### src/rtl/mc_pkg.sv
// Shared encodings for the multicycle MIPS control path: states, opcodes, functs,
// ALU operation codes and datapath mux selects.
package mc_pkg;

    typedef enum logic [3:0] {
        StRst     = 4'd0,
        StFetch   = 4'd1,
        StDecode  = 4'd2,
        StMemAddr = 4'd3,
        StMemRd   = 4'd4,
        StMemWb   = 4'd5,
        StMemWr   = 4'd6,
        StRExec   = 4'd7,
        StRWb     = 4'd8,
        StBranch  = 4'd9,
        StJump    = 4'd10,
        StIExec   = 4'd11,
        StIWb     = 4'd12
    } state_e;

    localparam logic [5:0] OP_RTYPE = 6'h00;
    localparam logic [5:0] OP_LW    = 6'h23;
    localparam logic [5:0] OP_SW    = 6'h2B;
    localparam logic [5:0] OP_BEQ   = 6'h04;
    localparam logic [5:0] OP_J     = 6'h02;
    localparam logic [5:0] OP_ADDIU = 6'h09;
    localparam logic [5:0] OP_ORI   = 6'h0D;
    localparam logic [5:0] OP_SLTI  = 6'h0A;

    localparam logic [5:0] FN_ADD  = 6'h20;
    localparam logic [5:0] FN_ADDU = 6'h21;
    localparam logic [5:0] FN_SUB  = 6'h22;
    localparam logic [5:0] FN_SUBU = 6'h23;
    localparam logic [5:0] FN_AND  = 6'h24;
    localparam logic [5:0] FN_OR   = 6'h25;
    localparam logic [5:0] FN_SLT  = 6'h2A;

    localparam logic [3:0] ALU_AND = 4'b0000;
    localparam logic [3:0] ALU_OR  = 4'b0001;
    localparam logic [3:0] ALU_ADD = 4'b0010;
    localparam logic [3:0] ALU_SUB = 4'b0110;
    localparam logic [3:0] ALU_SLT = 4'b0111;

    localparam logic [1:0] SRCB_REG     = 2'b00;
    localparam logic [1:0] SRCB_FOUR    = 2'b01;
    localparam logic [1:0] SRCB_IMM     = 2'b10;
    localparam logic [1:0] SRCB_IMM_SH2 = 2'b11;

    localparam logic [1:0] PC_SRC_ALU    = 2'b00;
    localparam logic [1:0] PC_SRC_ALUOUT = 2'b01;
    localparam logic [1:0] PC_SRC_JUMP   = 2'b10;

    function automatic logic funct_legal(input logic [5:0] f);
        return f inside {FN_ADD, FN_ADDU, FN_SUB, FN_SUBU, FN_AND, FN_OR, FN_SLT};
    endfunction

endpackage

### src/rtl/mc_alu_dec.sv
// R-type funct to ALU operation decoder; unknown functs fall back to ADD.
module mc_alu_dec
    import mc_pkg::*;
(
    input  logic [5:0] funct_i,
    output logic [3:0] alu_ctrl_o
);

    always_comb begin
        alu_ctrl_o = ALU_ADD;
        case (funct_i)
            FN_ADD, FN_ADDU: alu_ctrl_o = ALU_ADD;
            FN_SUB, FN_SUBU: alu_ctrl_o = ALU_SUB;
            FN_AND:          alu_ctrl_o = ALU_AND;
            FN_OR:           alu_ctrl_o = ALU_OR;
            FN_SLT:          alu_ctrl_o = ALU_SLT;
            default:         alu_ctrl_o = ALU_ADD;
        endcase
    end

endmodule

### src/rtl/mc_control.sv
// Multicycle MIPS control FSM: sequences the shared datapath one step per clock,
// with a bounded wait on every memory access.
module mc_control
    import mc_pkg::*;
#(
    parameter int unsigned MEM_WAIT_MAX = 15
) (
    input  logic       clk,
    input  logic       rst,
    input  logic [5:0] opcode,
    input  logic [5:0] funcode,
    input  logic       zero,
    input  logic       mem_ready,
    output logic       pc_en,
    output logic       i_or_d,
    output logic       mem_read,
    output logic       mem_write,
    output logic       ir_write,
    output logic       reg_write,
    output logic       reg_dst,
    output logic       mem_to_reg,
    output logic       alu_src_a,
    output logic [1:0] alu_src_b,
    output logic [3:0] alu_ctrl,
    output logic [1:0] pc_source,
    output logic       retire,
    output logic       illegal,
    output logic       mem_err,
    output logic [3:0] state
);

    // Counter value seen on the last permitted waiting cycle.
    localparam logic [7:0] WaitLast = 8'(MEM_WAIT_MAX - 1);

    state_e     state_q, state_d;
    logic [7:0] wait_q, wait_d;
    logic [5:0] op_q, op_d;
    logic [5:0] fn_q, fn_d;
    logic [3:0] r_alu_ctrl;
    logic       pc_write, pc_write_cond;
    logic       timeout;

    mc_alu_dec u_alu_dec (
        .funct_i    (fn_q),
        .alu_ctrl_o (r_alu_ctrl)
    );

    assign timeout = !mem_ready && (wait_q == WaitLast);
    assign pc_en   = pc_write | (pc_write_cond & zero);
    assign state   = state_q;

    always_comb begin
        state_d       = state_q;
        wait_d        = '0;
        op_d          = op_q;
        fn_d          = fn_q;
        pc_write      = 1'b0;
        pc_write_cond = 1'b0;
        i_or_d        = 1'b0;
        mem_read      = 1'b0;
        mem_write     = 1'b0;
        ir_write      = 1'b0;
        reg_write     = 1'b0;
        reg_dst       = 1'b0;
        mem_to_reg    = 1'b0;
        alu_src_a     = 1'b0;
        alu_src_b     = SRCB_REG;
        alu_ctrl      = ALU_AND;
        pc_source     = PC_SRC_ALU;
        retire        = 1'b0;
        illegal       = 1'b0;
        mem_err       = 1'b0;

        unique case (state_q)
            StRst: state_d = StFetch;
            StFetch: begin
                mem_read  = 1'b1;
                alu_src_b = SRCB_FOUR;
                alu_ctrl  = ALU_ADD;
                if (mem_ready) begin
                    ir_write = 1'b1;
                    pc_write = 1'b1;
                    state_d  = StDecode;
                end else if (timeout) begin
                    mem_err = 1'b1;
                end else begin
                    wait_d = wait_q + 8'd1;
                end
            end
            StDecode: begin
                // Speculative branch target lands in ALUOut.
                alu_src_b = SRCB_IMM_SH2;
                alu_ctrl  = ALU_ADD;
                op_d      = opcode;
                fn_d      = funcode;
                case (opcode)
                    OP_RTYPE: begin
                        if (funct_legal(funcode)) begin
                            state_d = StRExec;
                        end else begin
                            illegal = 1'b1;
                            state_d = StFetch;
                        end
                    end
                    OP_LW, OP_SW:               state_d = StMemAddr;
                    OP_BEQ:                     state_d = StBranch;
                    OP_J:                       state_d = StJump;
                    OP_ADDIU, OP_ORI, OP_SLTI:  state_d = StIExec;
                    default: begin
                        illegal = 1'b1;
                        state_d = StFetch;
                    end
                endcase
            end
            StMemAddr: begin
                alu_src_a = 1'b1;
                alu_src_b = SRCB_IMM;
                alu_ctrl  = ALU_ADD;
                state_d   = (op_q == OP_SW) ? StMemWr : StMemRd;
            end
            StMemRd: begin
                mem_read = 1'b1;
                i_or_d   = 1'b1;
                if (mem_ready) begin
                    state_d = StMemWb;
                end else if (timeout) begin
                    mem_err = 1'b1;
                    state_d = StFetch;
                end else begin
                    wait_d = wait_q + 8'd1;
                end
            end
            StMemWb: begin
                reg_write  = 1'b1;
                mem_to_reg = 1'b1;
                retire     = 1'b1;
                state_d    = StFetch;
            end
            StMemWr: begin
                i_or_d    = 1'b1;
                mem_write = !timeout;
                if (mem_ready) begin
                    retire  = 1'b1;
                    state_d = StFetch;
                end else if (timeout) begin
                    mem_err = 1'b1;
                    state_d = StFetch;
                end else begin
                    wait_d = wait_q + 8'd1;
                end
            end
            StRExec: begin
                alu_src_a = 1'b1;
                alu_src_b = SRCB_REG;
                alu_ctrl  = r_alu_ctrl;
                state_d   = StRWb;
            end
            StRWb: begin
                reg_write = 1'b1;
                reg_dst   = 1'b1;
                retire    = 1'b1;
                state_d   = StFetch;
            end
            StBranch: begin
                alu_src_a     = 1'b1;
                alu_src_b     = SRCB_REG;
                alu_ctrl      = ALU_SUB;
                pc_source     = PC_SRC_ALUOUT;
                pc_write_cond = 1'b1;
                retire        = 1'b1;
                state_d       = StFetch;
            end
            StJump: begin
                pc_source = PC_SRC_JUMP;
                pc_write  = 1'b1;
                retire    = 1'b1;
                state_d   = StFetch;
            end
            StIExec: begin
                alu_src_a = 1'b1;
                alu_src_b = SRCB_IMM;
                case (op_q)
                    OP_ORI:  alu_ctrl = ALU_OR;
                    OP_SLTI: alu_ctrl = ALU_SLT;
                    default: alu_ctrl = ALU_ADD;
                endcase
                state_d = StIWb;
            end
            StIWb: begin
                reg_write = 1'b1;
                retire    = 1'b1;
                state_d   = StFetch;
            end
            default: state_d = StRst;
        endcase
    end

    always_ff @(posedge clk) begin
        if (rst) begin
            state_q <= StRst;
            wait_q  <= '0;
            op_q    <= '0;
            fn_q    <= '0;
        end else begin
            state_q <= state_d;
            wait_q  <= wait_d;
            op_q    <= op_d;
            fn_q    <= fn_d;
        end
    end

endmodule

### config.mk
export PLATFORM = sky130hd
export DESIGN_NAME = mc_control
export DESIGN_NICKNAME = d
export VERILOG_FILES = /design/src/rtl/mc_pkg.sv /design/src/rtl/mc_alu_dec.sv /design/src/rtl/mc_control.sv
export SDC_FILE = /design/constraint.sdc
export NUM_CORES = 1
export LEC_CHECK = 0
export BUFFER_PORTS_ARGS = -buffer_cell sky130_fd_sc_hd__buf_4
export CAP_MARGIN = 30
export CELL_PAD_IN_SITES_DETAIL_PLACEMENT = 1
export CELL_PAD_IN_SITES_GLOBAL_PLACEMENT = 2
export CORE_UTILIZATION = 30
export DETAILED_ROUTE_END_ITERATION = 16
export MAX_ROUTING_LAYER = met4
export PLACE_DENSITY_LB_ADDON = 0.25
export SYNTH_ARGS = -nofsm -noshare
export SYNTH_HDL_FRONTEND = slang
export SYNTH_SLANG_ARGS = --single-unit
### constraint.sdc
create_clock -name clk -period 3.8 [get_ports clk]
set_clock_uncertainty 0.1 [all_clocks]
set_input_delay 0 -clock clk [delete_from_list [all_inputs] [get_ports clk]]
set_output_delay 0 -clock clk [all_outputs]
set_load 0.02 [all_outputs]
Yosys cells after proc, flatten, opt, wreduce, memory -nomap -nowiden
Index checks and enable logic that the tools add are counted.

word-level totals
  flip-flop bits (word level) = 24
  latch bits = 0
  bits in writable memories = 0
  ROM bits = 0
  input bits = 16
  output and inout bits = 24
  memories = 0

operators by class
  $add $sub $neg = 1
  multiply operators = 0
  div/mod/pow operators = 0
  $lt $le $gt $ge = 0
  equality and inequality tests = 36
  shifts and indexed selects = 0
  mux-type cells = 31
  bitwise gates (word level) = 3
  reductions and logical operators = 20

operator list
  operator               count
  $eq A6 B6 Y1 const B   15
  $pmux W4 S8            1
  $eq A6 B4 Y1 const B   5
  $eq A4 B4 Y1 const B   5
  $pmux W4 S5            1
  $eq A4 B3 Y1 const B   4
  $mux W4                4
  $pmux W4 S4            1
  $mux W1                15
  $pmux W3 S4            1
  $reduce_or A3 Y1       4
  $reduce_or A2 Y1       5
  $add A8 B1 Y8 const B  1
  $eq A4 B2 Y1 const B   2
  $eq A8 B4 Y1 const B   1
  $reduce_or A4 Y1       2
  $reduce_bool A7 Y1     1
  $reduce_or A7 Y1       1
  $eq A6 B2 Y1 const B   1
  $eq A6 B3 Y1 const B   1
  $logic_not A6 Y1       1
  $pmux W1 S2            3
  $pmux W2 S3            1
  $pmux W3 S2            1
  13 further kinds       14

Logic depth before layout (Yosys ltp)
  word-level depth = 5
  depth in mapped cells = 6
  gate-level depth less buffers = 6

Cells and area by module
A second synthesis with hierarchy kept.

second synthesis, totals
  cell total of the unflattened synthesis = 205
  area, all modules = 1566.5 µm²

by module, submodules not included
  module      times used  cells each  area each (µm²)  sequential area each (µm²)
  mc_control  1           196         1487.7           480.5
  mc_alu_dec  1           9           78.8             0.0

Worst setup path after synthesis
No wires, ideal clock.

  kind = flip-flop to output port
  from = reg state_q[1], in the netlist state[1]
  to = out alu_ctrl[0]
  data arrival time = 1.716 ns
  data required time = 3.700 ns
  path slack = 1.984 ns
  cell stages (with the launch flop) = 4
  path buffers = 1
  cells stage by stage = dfxtp_1 buf_2 nand2b_1 o41ai_1

between the ends
  word-level cells in the longest chain between the ends = 3
  elaborated cells between the ends (all ways) = 8

ends and longest elaborated chain
  what                                                 line               source
  start: declaration                                   mc_control.sv:35   state_e state_q, state_d;
  start signal: assignment                             mc_control.sv:200  state_q <= StRst;
  start signal: assignment                             mc_control.sv:205  state_q <= state_d;
  $eq A4 B2 Y1 / $eq A4 B1 Y1 (equally long branches)  mc_control.sv:74   unique case (state_q)
  $reduce_or A3 Y1 (no line)                           -
  $pmux W4 S4 (*)                                      mc_control.sv:74
  end: declaration                                     mc_control.sv:24   output logic [3:0] alu_ctrl,

Every way passes the cells marked *; elsewhere a longest branch is shown, timed or not.

Worst setup path after layout
  from = reg state_q[1], in the netlist state[1]
  to = reg fn_q[0]

between the ends
  word-level cells in the longest chain between the ends = 1

ends and longest elaborated chain
  what                    line               source
  $eq A4 B2 Y1            mc_control.sv:74
  end signal: assignment  mc_control.sv:208  fn_q <= fn_d;
  end: declaration        mc_control.sv:38   logic [5:0] fn_q, fn_d;

Every way passes these cells.
A chain may end at the register's enable or synchronous reset.

==> results.json <==
{
  "outcome": "completed",
  "drc": 0,
  "crit_arrival_ps": 2490,
  "irDropWorstVdd_v": 0.000125,
  "ctsResizeCount": 0,
  "cts_htree_levels": 1,
  "drive_gt1_share_pct": 21.2,
  "fin_crit_sh_pct": 62.5,
  "dr.first_iter.drc_count": 35,
  "cts.sinks": 24,
  "leakage_uw": 0.000853,
  "critPathRequiredTime_ps": 3910,
  "wire_per_inst_um": 14.0,
  "slew_headroom_pct": 57.8,
  "die_h_um": 73.7,
  "hold_viol_final": 0,
  "row_count": 25,
  "portBuffers": 38,
  "grt_max_degree": 19,
  "slowest_stage": "dfxtp_1",
  "setup_tns_ps": 0,
  "slowest_delay_ps": 670,
  "syn-cell-area_um2": 1540,
  "endpoint_kind": "flip-flop",
  "drtAntennaViolNets": 0,
  "yosys_warnings": 0,
  "utilization_pct": 43.9,
  "syn_area_per_cell_um2": 7.56,
  "floorplan.core_area_um2": 4850,
  "ys_seq_area_share_pct": 31.1,
  "synth_async_sr_flop_share_pct": 0,
  "min_period_ps": 2380,
  "vias_per_cell": 5.04,
  "path_max_fanout": 16,
  "drt_wl_total_um": 4570,
  "fmax_ghz": 0.421,
  "finalNonFillerCells": 326,
  "post_cts_buffers": 0,
  "path_class": "reg -> reg",
  "tightest_slew_ps": 632,
  "vias": 1644,
  "start_util_pct": 31.8,
  "synth_cell_types": 53,
  "clk_latency_ps": 270,
  "dp.cells": 299,
  "die_w_um": 73.7,
  "fill_cells": 603,
  "cts_root_buf": "clkbuf_8",
  "antenna_found_initial": 0,
  "drv_slew": 0,
  "critPathLaunchType": "flip-flop",
  "rsz0062_at_grt": "false",
  "dp_hpwl_um": 3260,
  "area.growth.synth_to_final_pct": 38.0,
  "path_delay_family": "simple AND/OR/NAND/NOR gates",
  "synth_seq_cells": 24,
  "max_cap_viol_count": 0,
  "syn-num-nets": 222,
  "insertedDiodeCount": 0,
  "boundaryPins": 40,
  "cts_hold_buffers": 24,
  "clockBufferDepth": 2,
  "path_cells": "nand2b_4 > nor3_4 > nand2_1 > a21oi_1 > dlygate4sd3_1",
  "setup_violations": 0,
  "clk_pin_slew_ps": 80,
  "critPathBufInv": 1,
  "ys.flop_type": "dfxtp_1",
  "grt_pass1_wl_um": 7560,
  "die-area_um2": 5430,
  "cts_made_buffers": 3,
  "gr-usage-all-layers_pct": 18.9,
  "dr.pass1.iters": 5,
  "grt_overflow": 0,
  "gp_congestion": 0.791,
  "nets": 279,
  "synth-edff-count": 0,
  "synth_cells": 204,
  "min_path_type": "in -> reg",
  "p_per_area_nw_per_um2": 343,
  "cts_tree": "yes",
  "grt_pass1_vias": 1609
}
==> report_power, final <==
part | internal [uW] | leakage, uW | switching (uW)
registers | 269 | 0.000194 | 36.1
logic | 124 | 0.000637 | 150
clock network | 71.0 | 0.0000216 | 79.4
total | 464 | 0.000853 | 266
==> sequential cells by signal, indices dropped and copies added, names as in the netlist <==
signal / count
wait_q: 8
state: 4
op_q: 6
fn_q: 6
==> path summary, 6_finish.rpt <==
kind                                       startpoint                     to  slack, ps  cells past startpoint
worst max register to register  state[1]$_SDFFE_PP0P_   fn_q[0]$_SDFFE_PP0P_       1420                      5
worst min register to register   wait_q[0]$_SDFF_PP0_   wait_q[0]$_SDFF_PP0_        390                      1
worst min-delay path                        mem_ready  state[3]$_SDFFE_PP0P_          3                      3
worst max-delay path            state[1]$_SDFFE_PP0P_   fn_q[0]$_SDFFE_PP0P_       1420                      5
==> area by class of cell <==
cell class	count	area, um^2	area share, %
Timing Repair Buffer	62	526	24.7
Tap cell	67	83.8	3.94
Sequential cell	24	480	22.6
Multi-Input combinational cell	165	980	46.0
Inverter	5	18.8	0.881
Clock buffer	3	41.3	1.94
==> kinds of logic after synthesis <==
kind of cell	share of synthesized area, %
buf+inv	5.35
xor+xnor	3.97
fa+ha+maj	1.62
compound gates	21.3
other cells	0.243
simple gates	35.0
flops	31.1
mux	1.38
==> per-stage QoR <==
stage	cell area [um^2]	hold WS [ps]	worst slack [ps]	power, uW
after floorplan	1540	36.0	1980	472
after global placement	1850	169	1830	562
after detailed placement	1850	174	1830	562
after CTS	2130	7.07	1530	736
after global routing	2130	15.7	1270	775
final	2130	3.30	1420	730
==> Yosys cell counts, types with 2 or more instances <==
cell type | count | area share [%]
nand2_1 | 41 | 10
dfxtp_1 | 24 | 31
nor2_1 | 22 | 5.4
a21oi_1 | 21 | 6.8
nand2b_1 | 7 | 2.8
xor2_1 | 5 | 2.8
buf_4 | 4 | 1.9
inv_1 | 4 | 0.97
nor2b_1 | 4 | 1.6
o21ai_0 | 4 | 1.3
a21boi_0 | 3 | 1.5
a31oi_1 | 3 | 1.2
and3_1 | 3 | 1.2
buf_2 | 3 | 0.97
nor3_1 | 3 | 0.97
nor4_1 | 3 | 1.2
o41ai_1 | 3 | 1.7
a32oi_1 | 2 | 1.1
and2_1 | 2 | 0.81
clkbuf_1 | 2 | 0.49
ha_1 | 2 | 1.6
nand2b_4 | 2 | 1.8
nand3_1 | 2 | 0.65
nand4_1 | 2 | 0.81
nor2_2 | 2 | 0.81
o21ai_1 | 2 | 0.65
o31ai_1 | 2 | 0.97
xnor2_1 | 2 | 1.1
==> layout by cell type, fill, tap and decap left out, drive strengths merged, types with 4 or more instances in the layout <==
| master | count |
|---|---|
| nand2 | 41 |
| buf | 38 |
| dfxtp | 24 |
| dlygate4sd3 | 24 |
| nor2 | 24 |
| a21oi | 21 |
| nand2b | 10 |
| o21ai | 6 |
| xor2 | 5 |
| inv | 5 |
| nor2b | 4 |
| nor4 | 4 |
| nor3 | 4 |
==> per-layer routing <==
| metal | track usage (%) | share of wire (%) | vias to the layer above |
|---|---|---|---|
| met1 | 24.3 | 50 | 782 |
| met2 | 30.6 | 45 | 34 |
| met5 | - | 0 | - |
| li1 | - | - | 823 |
| met4 | 6.41 | 1.3 | 0 |
| met3 | 2.19 | 3.0 | 5 |
==> worst reg2reg max path: stages, from the launching register on <==
cell           delay [ps]
dfxtp_1               670
nand2b_4              130
nor3_4                510
nand2_1               150
a21oi_1               180
dlygate4sd3_1         580
(Power assumes the default switching activity.)
